===== src/rtl/match_scoreboard_if.sv =====
// Result handshake and score outputs of the match scoreboard.
// The master side feeds results; the slave side is the scoreboard itself.
interface match_scoreboard_if #(
  parameter int unsigned CNT_W = 4
);
  logic             result_valid;
  logic [1:0]       result;
  logic             result_ready;
  logic             new_match;
  logic [CNT_W-1:0] round;
  logic [CNT_W-1:0] win;
  logic [CNT_W-1:0] lose;
  logic [CNT_W-1:0] draw;
  logic [CNT_W-1:0] streak;
  logic             match_over;
  logic [1:0]       match_winner;

  modport master (
    output result_valid, result, new_match,
    input  result_ready, round, win, lose, draw, streak, match_over, match_winner
  );

  modport slave (
    input  result_valid, result, new_match,
    output result_ready, round, win, lose, draw, streak, match_over, match_winner
  );
endinterface


===== src/rtl/match_scoreboard.sv =====
// Round/score tracker: counts rounds, wins, losses, draws and the player-1 streak,
// and latches the match result until a new match is requested.
module match_scoreboard #(
  parameter int unsigned CNT_W       = 4,
  parameter int unsigned TARGET_WINS = 3,
  parameter int unsigned MAX_ROUNDS  = 5
) (
  input  logic               clk,
  input  logic               resetn,
  match_scoreboard_if.slave  sb
);

  typedef enum logic {
    PLAY = 1'b0,
    OVER = 1'b1
  } state_e;

  localparam logic [1:0] RES_NOP  = 2'b00;
  localparam logic [1:0] RES_DRAW = 2'b01;
  localparam logic [1:0] RES_P1   = 2'b10;
  localparam logic [1:0] RES_P2   = 2'b11;

  localparam logic [1:0] WIN_NONE = 2'b00;
  localparam logic [1:0] WIN_TIE  = 2'b01;
  localparam logic [1:0] WIN_P1   = 2'b10;
  localparam logic [1:0] WIN_P2   = 2'b11;

  localparam logic [CNT_W-1:0] TARGET_C = CNT_W'(TARGET_WINS);
  localparam logic [CNT_W-1:0] MAX_C    = CNT_W'(MAX_ROUNDS);

  state_e           state_q, state_d;
  logic [CNT_W-1:0] round_q, round_d;
  logic [CNT_W-1:0] win_q, win_d;
  logic [CNT_W-1:0] lose_q, lose_d;
  logic [CNT_W-1:0] draw_q, draw_d;
  logic [CNT_W-1:0] streak_q, streak_d;
  logic             over_q, over_d;
  logic [1:0]       winner_q, winner_d;
  logic             accept;

  function automatic logic [CNT_W-1:0] sat_inc(input logic [CNT_W-1:0] v);
    return (v == '1) ? v : v + CNT_W'(1);
  endfunction

  assign accept = sb.result_valid && (state_q == PLAY) && !sb.new_match;

  always_comb begin
    state_d  = state_q;
    round_d  = round_q;
    win_d    = win_q;
    lose_d   = lose_q;
    draw_d   = draw_q;
    streak_d = streak_q;
    over_d   = over_q;
    winner_d = winner_q;

    if (sb.new_match) begin
      state_d  = PLAY;
      round_d  = '0;
      win_d    = '0;
      lose_d   = '0;
      draw_d   = '0;
      streak_d = '0;
      over_d   = 1'b0;
      winner_d = WIN_NONE;
    end else if (accept && (sb.result != RES_NOP)) begin
      round_d = sat_inc(round_q);
      case (sb.result)
        RES_DRAW: begin
          draw_d   = sat_inc(draw_q);
          streak_d = '0;
        end
        RES_P1: begin
          win_d    = sat_inc(win_q);
          streak_d = sat_inc(streak_q);
        end
        RES_P2: begin
          lose_d   = sat_inc(lose_q);
          streak_d = '0;
        end
        default: ;
      endcase

      // End conditions use post-increment counts so the deciding round and the
      // result flags land on the same edge.
      if (win_d == TARGET_C) begin
        state_d  = OVER;
        over_d   = 1'b1;
        winner_d = WIN_P1;
      end else if (lose_d == TARGET_C) begin
        state_d  = OVER;
        over_d   = 1'b1;
        winner_d = WIN_P2;
      end else if ((MAX_ROUNDS != 0) && (round_d == MAX_C)) begin
        state_d  = OVER;
        over_d   = 1'b1;
        if (win_d > lose_d)      winner_d = WIN_P1;
        else if (lose_d > win_d) winner_d = WIN_P2;
        else                     winner_d = WIN_TIE;
      end
    end
  end

  always_ff @(posedge clk) begin
    if (resetn) begin
      state_q  <= PLAY;
      round_q  <= '0;
      win_q    <= '0;
      lose_q   <= '0;
      draw_q   <= '0;
      streak_q <= '0;
      over_q   <= 1'b0;
      winner_q <= WIN_NONE;
    end else begin
      state_q  <= state_d;
      round_q  <= round_d;
      win_q    <= win_d;
      lose_q   <= lose_d;
      draw_q   <= draw_d;
      streak_q <= streak_d;
      over_q   <= over_d;
      winner_q <= winner_d;
    end
  end

  assign sb.result_ready = (state_q == PLAY);
  assign sb.round        = round_q;
  assign sb.win          = win_q;
  assign sb.lose         = lose_q;
  assign sb.draw         = draw_q;
  assign sb.streak       = streak_q;
  assign sb.match_over   = over_q;
  assign sb.match_winner = winner_q;

endmodule

===== src/flat_wrapper.sv =====
// flat-port wrapper written by rule: the top's interface ports become plain ports
module match_scoreboard_flat 
#(
  parameter int unsigned CNT_W       = 4,
  parameter int unsigned TARGET_WINS = 3,
  parameter int unsigned MAX_ROUNDS  = 5
)
  (clk, resetn, sb_result_valid, sb_result, sb_new_match, sb_result_ready, sb_round, sb_win, sb_lose, sb_draw, sb_streak, sb_match_over, sb_match_winner);
  match_scoreboard_if #(.CNT_W(CNT_W)) sb_i ();
  input  logic clk;
  input  logic resetn;
  input wire logic [$bits(sb_i.result_valid)-1:0] sb_result_valid;
  input wire logic [$bits(sb_i.result)-1:0] sb_result;
  input wire logic [$bits(sb_i.new_match)-1:0] sb_new_match;
  output wire logic [$bits(sb_i.result_ready)-1:0] sb_result_ready;
  output wire logic [$bits(sb_i.round)-1:0] sb_round;
  output wire logic [$bits(sb_i.win)-1:0] sb_win;
  output wire logic [$bits(sb_i.lose)-1:0] sb_lose;
  output wire logic [$bits(sb_i.draw)-1:0] sb_draw;
  output wire logic [$bits(sb_i.streak)-1:0] sb_streak;
  output wire logic [$bits(sb_i.match_over)-1:0] sb_match_over;
  output wire logic [$bits(sb_i.match_winner)-1:0] sb_match_winner;
  assign sb_i.result_valid = sb_result_valid;
  assign sb_i.result = sb_result;
  assign sb_i.new_match = sb_new_match;
  assign sb_result_ready = sb_i.result_ready;
  assign sb_round = sb_i.round;
  assign sb_win = sb_i.win;
  assign sb_lose = sb_i.lose;
  assign sb_draw = sb_i.draw;
  assign sb_streak = sb_i.streak;
  assign sb_match_over = sb_i.match_over;
  assign sb_match_winner = sb_i.match_winner;
  match_scoreboard #(.CNT_W(CNT_W), .TARGET_WINS(TARGET_WINS), .MAX_ROUNDS(MAX_ROUNDS)) u_core (.clk(clk), .resetn(resetn), .sb(sb_i));
endmodule

===== config.mk =====
export PLATFORM = sky130hd
export DESIGN_NAME = match_scoreboard_flat
export DESIGN_NICKNAME = d
export VERILOG_FILES = /design/src/rtl/match_scoreboard_if.sv /design/src/rtl/match_scoreboard.sv /design/src/flat_wrapper.sv
export SDC_FILE = /design/constraint.sdc
export NUM_CORES = 1
export LEC_CHECK = 0
export CORE_ASPECT_RATIO = 0.75
export CORE_MARGIN = 1.5
export CORE_UTILIZATION = 45
export DETAILED_ROUTE_END_ITERATION = 10
export HOLD_SLACK_MARGIN = 0.08
export PLACE_DENSITY_LB_ADDON = 0.08
export SLEW_MARGIN = 20
export SYNTH_ARGS = -nofsm -noshare
export SYNTH_HDL_FRONTEND = slang
export SYNTH_SLANG_ARGS = --single-unit

===== constraint.sdc =====
create_clock -name clk -period 3 [get_ports clk]
set_clock_uncertainty 0.15 [all_clocks]
set_input_delay 0.6 -clock clk [delete_from_list [all_inputs] [get_ports clk]]
set_output_delay 0.6 -clock clk [all_outputs]
set_load 0.02 [all_outputs]

==> impl_metrics.yaml <==
worst_setup_path:
  cp_top_family: "buffers and inverters"
  critPathBufInv: 1
  cp-end-kind: "flip-flop"
  slowest_delay_ns: 0.60
  critical_path.max_fanout: 4
  cp_data_arrival_time_ns: 2.78
  worst-setup-path-type: "in2reg"
  startpoint_type: "primary input"
  required_ns: 3.02
  cp_cell_sequence: "clkdlybuf4s50_1, nor2b_1, nand2_1, mux2_2, ha_1, nand2b_1, a21oi_1, o32ai_1, nand4b_1, o211a_1"
  crit_slowest_cell: "clkdlybuf4s50_1"
clock_network:
  postCtsHoldBufs: 0
  cts-resized-gates: 0
  clk_latency_ns: 0.27
  post_cts_buffers: 0
  cts-root-buf: "clkbuf_8"
  cts_buffer_depth: 2
  numCtsBuffers: 3
  clk_pin_slew_ns: 0.08
  h-tree-depth: 1
  cts_tree: "yes"
  cts_sinks: 23
grt:
  grt_max_degree: 17
  grt_pass1_wl_um: 5600
  grt_usage_pct: 19.2
  grt_pass1_vias: 1198
  antenna_found_initial: 0
  grt_overflow: 0
finish:
  drive_gt1_share_pct: 11.6
  final_common_cell: "clkdlybuf4s50_1"
  fin_util_pct: 61.5
  stdcell_area_sq_um: 1870
  antennaDiodeCount: 0
  fin_nets: 214
  final_cell_mix: "clkdlybuf4s50_1 (29), dfxtp_1 (23), nor2_1 (21)"
  area_growth_pct: 25.2
power:
  p_clk_share_pct: 34.0
  p_total_uw: 576
  p_leak_nw: 0.699
  vdd_drop_max_v: 0.000199
  p_per_area_nw_per_um2: 308
  combPwrFrac_pct: 12.2
  power_switching_share_pct: 25.0
  intPower_uw: 432
  p_sw_uw: 144
  pwr-share-seq_pct: 53.7
synth:
  synth_top_family_by_area: "simple AND/OR/NAND/NOR gates"
  synth-compound-area-share_pct: 17.5
  synth.mux.area_fraction_pct: 4.78
  synthCells: 167
  yosysWarnings: 0
  syn-mean-instance-area_sq_um: 8.94
  synth_seq_cells: 23
  synth-seq-area-share_pct: 30.8
  synthSimpleGateAreaFrac_pct: 27.4
  synthAdderAreaFrac_pct: 7.54
  synth_edf_count: 0
  synth_cell_types: 50
  synth-xor-area-share_pct: 7.63
  synthesis.area_sq_um: 1490
  async_flop_share_pct: 0
  syn_nets: 182
  ys.flop_type: "dfxtp_1"
run_status:
  status: "finished clean"
job:
  drv_cap: 0
place:
  place_ws_ns: 0.000331
  placed_area_sq_um: 1820
  dp_hpwl_um: 2480
  place_congestion: 0.851
  io_buffer_count: 29
detailed_routing:
  viasPerCell: 5.69
  ant_nets: 0
  routed_wl_um: 3300
  drc: 0
  drt_iter0_drc: 71
  via_count: 1344
  wl_per_cell_um: 14.0
  dr.pass1.iters: 4
floorplan:
  die_x_um: 69.5
  start_util_pct: 49.1
  placeableCoreArea_sq_um: 3040
  num_rows: 17
  dieArea_sq_um: 3680
  fp.dieH_um: 52.9
  io_pins: 30
sta:
  period_needed_ns: 2.76
  rsz0062_at_grt: "no"
  setup_violations: 0
  hold_viol: 0
  setup_slack_ns: 0.239
  slew_headroom_pct: 61.8
  fin_crit_sh_pct: 92.0
  fmax_mhz: 362
  fin_tns_setup_ns: 0
  drv_slew: 0
  tightest_slew_ns: 0.573
min_path:
  hold_class: "reg2reg"
-- cell families (layout without fill, tap and decap cells) --
group,Yosys count,after routing
AO/OA/AOI/OAI,32,32
XOR/XNOR,13,13
adder cells (fa/ha/maj),9,9
buffers and inverters,11,42
flip-flops,23,23
multiplexers,7,7
AND/OR/NAND/NOR,72,72
-- synthesized netlist by cell type (3+ instances only) --
library cell	count	share of area (%)
inv_1	3	0.75
o211a_1	3	2.0
nand2b_1	3	1.3
buf_2	3	1.0
nand2_1	18	4.5
ha_1	9	7.5
xor2_1	6	3.5
nor3_1	4	1.3
a21oi_1	9	3.0
mux2i_1	6	4.0
xnor2_1	7	4.1
nand3_1	4	1.3
a31oi_1	3	1.3
dfxtp_1	23	31
nor2_1	21	5.3
nand4_1	3	1.3
-- worst reg2reg max path: stages, from the launching register on --
cell	delay (ns)
dfxtp_1	0.46
ha_1	0.38
nand3_1	0.12
nand2_1	0.11
mux2_2	0.35
ha_1	0.29
nand2b_1	0.06
a21oi_1	0.16
o32ai_1	0.12
nand4b_1	0.20
o211a_1	0.15
-- per-stage QoR --
step                hold slack [ns]  std cells
global placement              0.309        232
CTS                           0.350        236
global route                  0.378        236
detailed placement            0.328        232
floorplan                     0.382        167
finish                        0.341        236
-- flip-flops by register name, summed over array words and instances, names as in the netlist --
register and flops:
u_core.sb.draw 4, u_core.sb.match_winner 2, u_core.sb.streak 4, u_core.sb.lose 4
u_core.sb.win 4, u_core.sb.round 4, u_core.sb.match_over 1
-- worst paths after layout --
path                            depth (start not counted)  slack [ns]                         to                 startpoint
worst max-delay path                                   10        0.24  u_core.sb.match_winner[1]               sb_result[1]
worst min-delay path                                    2        0.34  u_core.sb.match_winner[0]  u_core.sb.match_winner[0]
worst max register to register                         10        0.36  u_core.sb.match_winner[1]           u_core.sb.win[0]
worst min register to register                          2        0.34  u_core.sb.match_winner[0]  u_core.sb.match_winner[0]
-- layout make-up --
class | instances | area [sq um]
Clock buffer | 3 | 41.3
Sequential cell | 23 | 460
Multi-Input combinational cell | 133 | 968
Tap cell | 38 | 47.5
Inverter | 3 | 11.3
Clock inverter | 1 | 5.00
Fill cell | 265 | 1170
Timing Repair Buffer | 35 | 335
-- per-layer routing --
metal	GRT usage, %	vias up	wire [um]
li1	-	660	-
met1	26.6	626	1580
met2	30.4	55	1470
met3	4.76	3	233
met4	3.92	0	11
met5	0	-	0
-- power by group through the flow --
stage                     sequential [mW]  combinational, mW  clock [mW]
after floorplan                     0.319             0.0440           0
after global placement              0.317             0.0685           0
after detailed placement            0.317             0.0699           0
after CTS                           0.310             0.0704       0.203
after global routing                0.310             0.0776       0.218
final                               0.310             0.0705       0.196
Note: power is estimated with default switching activity, not from simulation.
